<file path="config.mk">
export PLATFORM = sky130hd
export DESIGN_NAME = hazard_unit_pipe
export DESIGN_NICKNAME = d
export VERILOG_FILES = /design/src/rtl/cpu_pkg.sv /design/src/rtl/hazard_src_match.sv /design/src/rtl/hazard_unit_pipe.sv
export SDC_FILE = /design/constraint.sdc
export NUM_CORES = 1
export LEC_CHECK = 0
export ABC_AREA = 1
export CORE_MARGIN = 5
export CORE_UTILIZATION = 48
export DETAILED_ROUTE_END_ITERATION = 10
export PLACE_DENSITY_LB_ADDON = 0.25
export SETUP_SLACK_MARGIN = 0.3
export SYNTH_ARGS = -nofsm -noshare
export SYNTH_HDL_FRONTEND = slang
export SYNTH_SLANG_ARGS = --single-unit
</file>
<file path="constraint.sdc">
create_clock -name clk -period 1.7 [get_ports clk]
set_input_delay 0.34 -clock clk [delete_from_list [all_inputs] [get_ports clk]]
set_output_delay 0.34 -clock clk [all_outputs]
set_load 0.02 [all_outputs]
</file>
<file path="src/rtl/cpu_pkg.sv">
// rtl/cpu_pkg.sv - shared widths, scoreboard entry layout and select encodings
//
// Purpose: common definitions for the hazard/forwarding unit and its users.
// Contents:
//   REG_W             default register-address width
//   EF_*              bit offsets of the fields inside a flattened scoreboard entry
//   entry_w()         width of one flattened entry for a given register width
//   sel_w()           forwarding select width for a given number of tracked stages
//   sb_entry_t        scoreboard entry {valid, rd, we, is_load} at the default REG_W
//   SEL_*             forwarding select encodings for the 5-stage pipe
package cpu_pkg;

    localparam int REG_W = 5;

    // Flattened entry layout, LSB first: is_load, we, rd[REG_W], valid.
    // Matches the packed order of sb_entry_t.
    localparam int EF_LOAD = 0;
    localparam int EF_WE   = 1;
    localparam int EF_RD   = 2;

    typedef struct packed {
        logic             valid;
        logic [REG_W-1:0] rd;
        logic             we;
        logic             is_load;
    } sb_entry_t;

    localparam int SEL_RF  = 0;
    localparam int SEL_EX  = 1;
    localparam int SEL_MEM = 2;
    localparam int SEL_WB  = 3;

    function automatic int entry_w(input int reg_w);
        return reg_w + 3;
    endfunction

    function automatic int sel_w(input int stages);
        return (stages < 1) ? 1 : $clog2(stages + 1);
    endfunction

endpackage

</file>
<file path="src/rtl/hazard_src_match.sv">
// rtl/hazard_src_match.sv - per-source priority match against the scoreboard
//
// Purpose: find the youngest in-flight producer of one source register and
// turn it into a forwarding select or a load-use stall request.
// Ports:
//   rs         in   REG_W                  source register address
//   rs_used    in   1                      source is actually read
//   sb         in   FWD_STAGES*(REG_W+3)   flattened scoreboard, entry i = stage i
//   fwd_sel    out  SEL_W                  0 = regfile, i+1 = forward from stage i
//   stall_req  out  1                      youngest producer is a load not yet forwardable
module hazard_src_match
    import cpu_pkg::*;
#(
    parameter int REG_W      = cpu_pkg::REG_W,
    parameter int FWD_STAGES = 3,
    parameter int LOAD_LAT   = 1,
    parameter int SEL_W      = sel_w(FWD_STAGES)
) (
    input  logic [REG_W-1:0]                   rs,
    input  logic                               rs_used,
    input  logic [FWD_STAGES*(REG_W+3)-1:0]    sb,
    output logic [SEL_W-1:0]                   fwd_sel,
    output logic                               stall_req
);

    localparam int EW = entry_w(REG_W);

    logic [EW-1:0] ent;
    logic          found;

    // Stage 0 is scanned first so the youngest producer wins; once found,
    // older entries are ignored even if they also match.
    always_comb begin
        fwd_sel   = '0;
        stall_req = 1'b0;
        found     = 1'b0;
        ent       = '0;
        for (int i = 0; i < FWD_STAGES; i++) begin
            ent = sb[i*EW +: EW];
            if (!found && ent[EW-1] && ent[EF_WE] && (ent[EF_RD +: REG_W] == rs)
                && (rs != '0) && rs_used) begin
                found = 1'b1;
                if (ent[EF_LOAD] && (i < LOAD_LAT)) begin
                    stall_req = 1'b1;
                end else begin
                    fwd_sel = SEL_W'(i + 1);
                end
            end
        end
    end

endmodule

</file>
<file path="src/rtl/hazard_unit_pipe.sv">
// rtl/hazard_unit_pipe.sv - hazard/forwarding unit beside the ID stage
//
// Purpose: tracks in-flight destinations in a shift-register scoreboard and
// produces forwarding selects, load-use stalls, branch flush masks and a
// saturating stall counter.
// Ports:
//   clk, reset     in   clock, synchronous active-high reset
//   id_valid       in   ID holds a valid instruction
//   id_rs          in   NUM_SRC*REG_W source registers, source k at [k*REG_W +: REG_W]
//   id_rs_used     in   NUM_SRC per-source read enables
//   id_rd          in   destination register
//   id_rd_we       in   instruction writes rd
//   id_is_load     in   instruction is a load
//   took_branch    in   taken branch/jump resolved this cycle
//   ext_stall      in   whole-pipe freeze
//   fwd_sel        out  NUM_SRC*SEL_W per-source forwarding select
//   stop_ID        out  hold PC/ID and inject a bubble into EX
//   set_invalid    out  FLUSH_DEPTH flush mask, bit 0 = ID, bit i = stage i-1
//   stall_cnt      out  CNT_W saturating load-use stall cycle count
module hazard_unit_pipe
    import cpu_pkg::*;
#(
    parameter int REG_W       = cpu_pkg::REG_W,
    parameter int NUM_SRC     = 2,
    parameter int FWD_STAGES  = 3,
    parameter int LOAD_LAT    = 1,
    parameter int FLUSH_DEPTH = 3,
    parameter int CNT_W       = 16,
    localparam int SEL_W      = sel_w(FWD_STAGES)
) (
    input  logic                       clk,
    input  logic                       reset,
    input  logic                       id_valid,
    input  logic [NUM_SRC*REG_W-1:0]   id_rs,
    input  logic [NUM_SRC-1:0]         id_rs_used,
    input  logic [REG_W-1:0]           id_rd,
    input  logic                       id_rd_we,
    input  logic                       id_is_load,
    input  logic                       took_branch,
    input  logic                       ext_stall,
    output logic [NUM_SRC*SEL_W-1:0]   fwd_sel,
    output logic                       stop_ID,
    output logic [FLUSH_DEPTH-1:0]     set_invalid,
    output logic [CNT_W-1:0]           stall_cnt
);

    localparam int EW = entry_w(REG_W);

    logic [EW-1:0]              sb [FWD_STAGES];
    logic [FWD_STAGES*EW-1:0]   sb_flat;
    logic [NUM_SRC*SEL_W-1:0]   raw_sel;
    logic [NUM_SRC-1:0]         stall_req;
    logic [EW-1:0]              id_entry;
    logic                       take_id;

    for (genvar g = 0; g < FWD_STAGES; g++) begin : g_flat
        assign sb_flat[g*EW +: EW] = sb[g];
    end

    for (genvar k = 0; k < NUM_SRC; k++) begin : g_src
        hazard_src_match #(
            .REG_W      (REG_W),
            .FWD_STAGES (FWD_STAGES),
            .LOAD_LAT   (LOAD_LAT),
            .SEL_W      (SEL_W)
        ) u_match (
            .rs        (id_rs[k*REG_W +: REG_W]),
            .rs_used   (id_rs_used[k]),
            .sb        (sb_flat),
            .fwd_sel   (raw_sel[k*SEL_W +: SEL_W]),
            .stall_req (stall_req[k])
        );
    end

    // A taken branch kills the ID instruction anyway, so it must not stall.
    assign stop_ID     = !reset && !took_branch && (|stall_req);
    assign fwd_sel     = reset ? '0 : raw_sel;
    assign set_invalid = (!reset && took_branch) ? '1 : '0;

    assign id_entry = {1'b1, id_rd, id_rd_we, id_is_load};
    assign take_id  = id_valid && !stop_ID && !took_branch;

    always_ff @(posedge clk) begin
        if (reset) begin
            for (int i = 0; i < FWD_STAGES; i++) begin
                sb[i] <= '0;
            end
            stall_cnt <= '0;
        end else if (!ext_stall) begin
            // Flushed stages beyond ID take a bubble instead of their predecessor.
            for (int i = FWD_STAGES - 1; i >= 1; i--) begin
                if (took_branch && (i < FLUSH_DEPTH - 1)) begin
                    sb[i] <= '0;
                end else begin
                    sb[i] <= sb[i-1];
                end
            end
            sb[0] <= take_id ? id_entry : '0;
            if (stop_ID && (stall_cnt != '1)) begin
                stall_cnt <= stall_cnt + CNT_W'(1);
            end
        end
    end

endmodule

</file>
==> results of run 1 <==
[power by group through the flow]
| stage | clock network (mW) | registers [mW] | logic, mW |
|---|---|---|---|
| global placement | 0 | 1.05 | 0.310 |
| CTS | 0.604 | 1.03 | 0.330 |
| global route | 0.651 | 1.03 | 0.392 |
| finish | 0.591 | 1.03 | 0.364 |
| detailed placement | 0 | 1.05 | 0.318 |
| floorplan | 0 | 1.04 | 0.166 |
[cells by family (layout without fill, tap and decap cells)]
family                   Yosys count  count (layout)  synth area share [%]
AO/OA/AOI/OAI                     26              26                  6.39
XOR/XNOR                          25              25                  8.47
adder cells (fa/ha/maj)            1               1                 0.484
buffers and inverters             61             158                  10.1
flip-flops                        38              38                  38.0
AND/OR/NAND/NOR                  195             195                  36.6
[critical path, cell delays in order (launching register included)]
cell and delay (ns):
edfxtp_1 0.48, buf_4 0.17, nand2_1 0.05, nand2_1 0.06, nand2_1 0.10, nor2_4 0.06, nand2_4 0.09, nand4_1 0.15
a21oi_4 0.19, buf_6 0.13
[final timing paths]
kind	startpoint	endpoint	slack (ns)
hold / removal	stall_cnt[4]	stall_cnt[4]	0.51
setup / recovery	sb[0][6]	fwd_sel[3]	-0.40
hold reg to reg	stall_cnt[4]	stall_cnt[4]	0.51
setup reg to reg	sb[0][5]	stall_cnt[14]	-0.26
[through the flow]
stage / instances / power [mW] / hold WS (ns) / utilization [%]
3_3_place_gp: 488 / 1.36 / 0.477 / 68.6
6_report: 513 / 1.98 / 0.506 / 75.0
5_1_grt: 513 / 2.08 / 0.523 / 75.0
3_5_place_dp: 488 / 1.37 / 0.490 / 68.6
2_1_floorplan: 346 / 1.21 / 0.515 / -
4_1_cts: 507 / 1.96 / 0.498 / 73.4
[state kept, by name (all words and copies together), names as in the netlist]
name / count
stall_cnt: 16
sb: 22
[routing by layer]
layer,up-vias,share of wire [%],wire length [µm],track usage (%)
met5,-,0,0,0
met4,0,2.1,159,5.94
met3,23,7.7,586,4.55
met2,114,47,3580,36.4
met1,1297,43,3310,29.2
li1,1313,-,-,-
[layout make-up]
cell class,count,share of cell area (%)
multi-input cells,247,41.4
flip-flops and latches,38,25.9
repair buffers,99,23.4
inverters,51,5.00
well taps,70,2.26
clock buffers,5,1.77
clock inverters,3,0.290
[synthesized netlist by cell type]
master / number / area (µm²)
nand2_1: 73 / 274
nor2_1: 48 / 180
inv_1: 44 / 165
nand4_1: 26 / 163
edfxtp_1: 22 / 661
dfxtp_1: 16 / 320
nand3_1: 14 / 70.1
a21oi_1: 13 / 65.1
xnor2_1: 13 / 114
xor2_1: 12 / 105
nand2_2: 10 / 62.6
a21oi_2: 9 / 78.8
nor2_2: 8 / 50.1
inv_2: 7 / 26.3
buf_4: 4 / 30.0
clkbuf_1: 4 / 15.0
nor3_1: 4 / 20.0
nand2_4: 3 / 33.8
o21ai_0: 3 / 15.0
nand3_2: 2 / 20.0
or2_2: 2 / 12.5
buf_12: 1 / 20.0
buf_2: 1 / 5.00
ha_1: 1 / 12.5
nand3_4: 1 / 17.5
nand3b_1: 1 / 7.51
nor2_4: 1 / 11.3
nor3_4: 1 / 16.3
o22ai_1: 1 / 6.26
or2_1: 1 / 6.26
[what timing repair did]
action / in CTS / in global routing
setup endpoints to repair: 84 / 58
cloned: 2 / 0
gates resized for setup: 114 / 38
pin swaps: 22 / 22
buffers inserted: 9 / 6
==> out/qor.yml, run 1 <==
status: "finished, violations left"
violations: "negative setup slack"
grt_max_degree: 17
syn_area_per_cell_um2: 7.47
crit_path_end_kind: "primary output"
die-area_mm2: 0.00695
crit_path_max_fanout: 3
ctsHoldBuffers: 0
drt.antenna.violating_nets: 0
ys_seq_area_share_pct: 38.0
place_area_mm2: 0.00355
cts_tree: "done"
setup_viol: 29
min_period_over_period_pct: 124
setup_ws_ns: -0.402
hold_violations: 0
dr.pass1.iters: 5
cp_data_required_time_ns: 1.36
path_class: "flop to primary output"
dr.first_iter.drc_count: 246
combinationalPowerShare_pct: 18.3
synthToLayoutAreaGrowth_pct: 50.2
ys_ff_latch: 38
regArea_mm2: 0.00100
drc: 0
final_nets: 467
p_seq_share_pct: 51.9
clock_sinks: 38
internal_power_mw: 1.45
gp_congestion: 0.894
totalWireLength_mm: 7.63
hold_depth: 2
final_cell_mix: "nand2_1 (65), buf_4 (41), nor2_1 (37)"
finalCriticalPeriod_ns: 2.10
dp_slack_ns: -1.02
rr_worst_depth: 13
grt_pass1_wl_mm: 12.6
grt_usage_pct: 22.1
clk_pin_slew_ns: 0.08
global_route.overflow_total: 0
cp-start-kind: "flop"
multiInputGateArea_mm2: 0.00161
cts_max_path_buffers: 2
synth_area_mm2: 0.00258
place_hpwl_mm: 5.26
wire_per_inst_um: 14.9
p_leak_nw: 1.62
first_global_vias: 2603
synth_fp_nets: 371
clkPwrFrac_pct: 29.8
synthCells: 346
maxSlewViolCount: 0
slew_headroom_pct: 73.4
holdCritPathClass: "flop to flop"
rows: 26
worstPathArrival_ns: 1.76
power_density_mw_per_mm2: 511
port_buffers: 47
coreArea_mm2: 0.00517
num_antenna_cells: 0
synth_warnings: 0
via_count: 2747
antenna_found_initial: 0
root_buffer: "clkbuf_8"
nFillCells: 388
p_sw_mw: 0.539
finalSetupTns_ns: -6.02
initial_utilization_pct: 50.0
worstMarginPinSlew_ns: 0.398
boundaryPins: 48
die_w_um: 83.4
yosys.cell_types.count: 30
skew_ns: 0.00812
cts_buffers: 5
final_common_cell: "nand2_1"
drv_cap: 0
fmax_ghz: 0.476
rsz0062_at_grt: "true"
design_area_mm2: 0.00388
drive_above_1_share_pct: 40.0
htree_levels: 2
clock_latency_ns: 0.29
viasPerCell: 5.35
ir_drop_mv: 0.581
fp.dieH_um: 83.4
p_sw_share_pct: 27.2
No activity file was read; power rests on OpenSTA's default activity.
==> run 2: changes to the inputs <==
Settings changed: SETUP_SLACK_MARGIN 0.3 to 0.5.
==> out/qor.yml, run 2 (synthesis gave the netlist of run 1 again) <==
power_density_mw_per_mm2: 551  # +7.7%
global_route.overflow_total: 0  # unchanged
drv_cap: 0  # unchanged
drc: 0  # unchanged
antenna_found_initial: 0  # unchanged
setup_viol: 29  # unchanged
critPathTopFamily: "buffers and inverters"
internal_power_mw: 1.60  # +11%
total_power_mw: 2.16  # +8.8%
rows: 26  # unchanged
num_antenna_cells: 0  # unchanged
dr.pass1.iters: 5  # unchanged
place_inst: 489  # +0.20%
grt_max_degree: 17  # unchanged
cts_max_path_buffers: 2  # unchanged
crit_path_max_fanout: 3  # unchanged
boundaryPins: 48  # unchanged
wire_per_inst_um: 15.5  # +4.3%
cts_buffers: 5  # unchanged
path_cells: "clkdlybuf4s50_1 -> inv_2 -> nor2_2 -> nand3_2 -> nor2_4 -> nand2_4 -> nand4_1 -> nand2_2 -> a21oi_4 -> buf_6"
place_hpwl_mm: 5.29  # +0.61%
fmax_ghz: 0.466  # -2.0%
cp_slowest_cell: "clkdlybuf4s50_1"
via_count: 2711  # -1.3%
clkPwrFrac_pct: 36.0  # +6.2 points
crit_path_end_kind: "primary output"
clk_pin_slew_ns: 0.08  # about the same
dr.first_iter.drc_count: 263  # +6.9%
regMostFlops: "sb"
coreArea_mm2: 0.00517  # unchanged
initial_utilization_pct: 50.0  # unchanged
drt.antenna.violating_nets: 0  # unchanged
port_buffers: 47  # unchanged
wl_met2_mm: 3.80  # +6.1%
cts_tree: "done"
final_cell_mix: "nand2_1 (65), buf_4 (54), nor2_1 (39)"
violations: "negative setup slack"
slew_headroom_pct: 67.9  # -5.5 points
finalCriticalPeriod_ns: 2.15  # +0.0440 ns
p_sw_share_pct: 26.0  # -1.2 points
die-area_mm2: 0.00695  # unchanged
synthToLayoutAreaGrowth_pct: 51.7
worstPathArrival_ns: 1.81  # +0.05 ns
grt_usage_pct: 22.2  # +0.19 points
fin_util_pct: 75.8  # +0.75 points
holdCritPathClass: "flop to flop"
totalWireLength_mm: 7.92  # +3.7%
setup_ws_ns: -0.446  # -0.0440 ns
slowest_delay_ns: 0.47  # about the same
cp-start-kind: "input pin"
worstMarginPinSlew_ns: 0.479  # +0.0816 ns
final_cells: 510  # -0.58%
maxSlewViolCount: 0  # unchanged
rsz0062_at_grt: "true"
largest_reg_flops: 22  # unchanged
first_global_vias: 2649  # +1.8%
p_leak_nw: 1.64  # +1.0%
drive_above_1_share_pct: 40.2  # +0.27 points
skew_ns: 0.0110  # +0.00284 ns
p_sw_mw: 0.561  # +4.2%
ir_drop_mv: 0.376  # -35%
ctsHoldBuffers: 0  # unchanged
hold_violations: 0  # unchanged
cp_data_required_time_ns: 1.36  # about the same
htree_levels: 2  # unchanged
die_w_um: 83.4  # unchanged
root_buffer: "clkbuf_8"
fp.dieH_um: 83.4  # unchanged
final_common_cell: "nand2_1"
biggestRegsByFlops: "sb (22), stall_cnt (16)"
crit_buf_inv: 3  # +1
hold_ws_ns: 0.494  # -0.0119 ns
nFillCells: 366  # -5.7%
grt_pass1_wl_mm: 12.7  # +1.3%
viasPerCell: 5.32  # -0.73%
final_nets: 464  # -0.64%
clock_sinks: 38  # unchanged
drt-met1-wl_mm: 3.35  # +1.2%
met3WireLength_um: 689  # +18%
path_class: "input pin to primary output"
clock_latency_ns: 0.29  # about the same
r2r_slack_ns: -0.24  # +0.02 ns
status: "finished, violations left"
highest_layer: "met4"
combinationalPowerShare_pct: 17.0  # -1.3 points
min_period_over_period_pct: 126  # +2.6 points
p_seq_share_pct: 47.0  # -4.9 points
gp_congestion: 0.876  # -2.0%
-- run 2: cell types whose count changed in the layout (fill, tap and decap cells not counted), moves of 5 or more --
| cell | delta |
|---|---|
| buf_4 | +13 |
| dfxtp_4 | +9 |
| clkbuf_2 | -8 |
| dfxtp_2 | -11 |
| clkdlybuf4s15_1 | -5 |
-- run 2: power groups by stage --
stage,sequential [mW],combinational (mW),clock [mW]
final,1.02,0.366,0.778
after global routing,1.02,0.395,0.829
after CTS,1.02,0.343,0.783
after detailed placement,1.05,0.326,0
after global placement,1.05,0.320,0
after floorplan,1.04,0.176,0
-- run 2: cell type report --
class                   instances  area [µm²]  share of cell area, %
flip-flops and latches         38        1020                   26.1
inverters                      51         194                   4.95
multi-input cells             247        1600                   40.9
clock buffers                   5        68.8                   1.76
clock inverters                 3        45.0                   1.15
well taps                      70        87.6                   2.23
repair buffers                 96         896                   22.9
-- run 2: final timing paths --
kind            startpoint           end  cells past startpoint
max          id_rs_used[0]    fwd_sel[0]                     10
max reg2reg       sb[0][2]  stall_cnt[1]                     13
min reg2reg   stall_cnt[3]  stall_cnt[3]                      2
min           stall_cnt[3]  stall_cnt[3]                      2
-- run 2: timing repair --
action / in CTS / in global routing
buffers inserted: 6 / 6
gates resized for setup: 170 / 26
pin swaps: 8 / 12
gates cloned: 1 / 0
setup endpoints to repair: 84 / 47
-- run 2: worst min-delay path: cells and delay by family (launching register included) --
family / cells / cell delay [ns]
flip-flops: 1 / 0.35
AND/OR/NAND/NOR: 1 / 0.06
AO/OA/AOI/OAI: 1 / 0.05
-- run 2: per-stage QoR --
step / instance area, µm² / setup TNS [ns] / worst slack, ns
after detailed placement: 3570 / -30.17 / -0.973
after CTS: 3800 / -4.96 / -0.382
after global placement: 3570 / -29.00 / -0.937
final: 3920 / -6.10 / -0.446
after floorplan: 2830 / 0 / 0.115
after global routing: 3920 / -9.42 / -0.518
-- run 2: layer usage --
metal / global-route usage [%] / vias to the layer above
met4: 4.90 / 0
met5: 0 / -
met3: 4.95 / 9
met1: 30.6 / 1265
met2: 35.7 / 139
li1: - / 1298
==> run 3: changes to the inputs <==
Settings changed: CTS_CLUSTER_SIZE from default to 30.
==> results of run 3 <==
Final layout, timing and power as in run 2 (identical DEF).
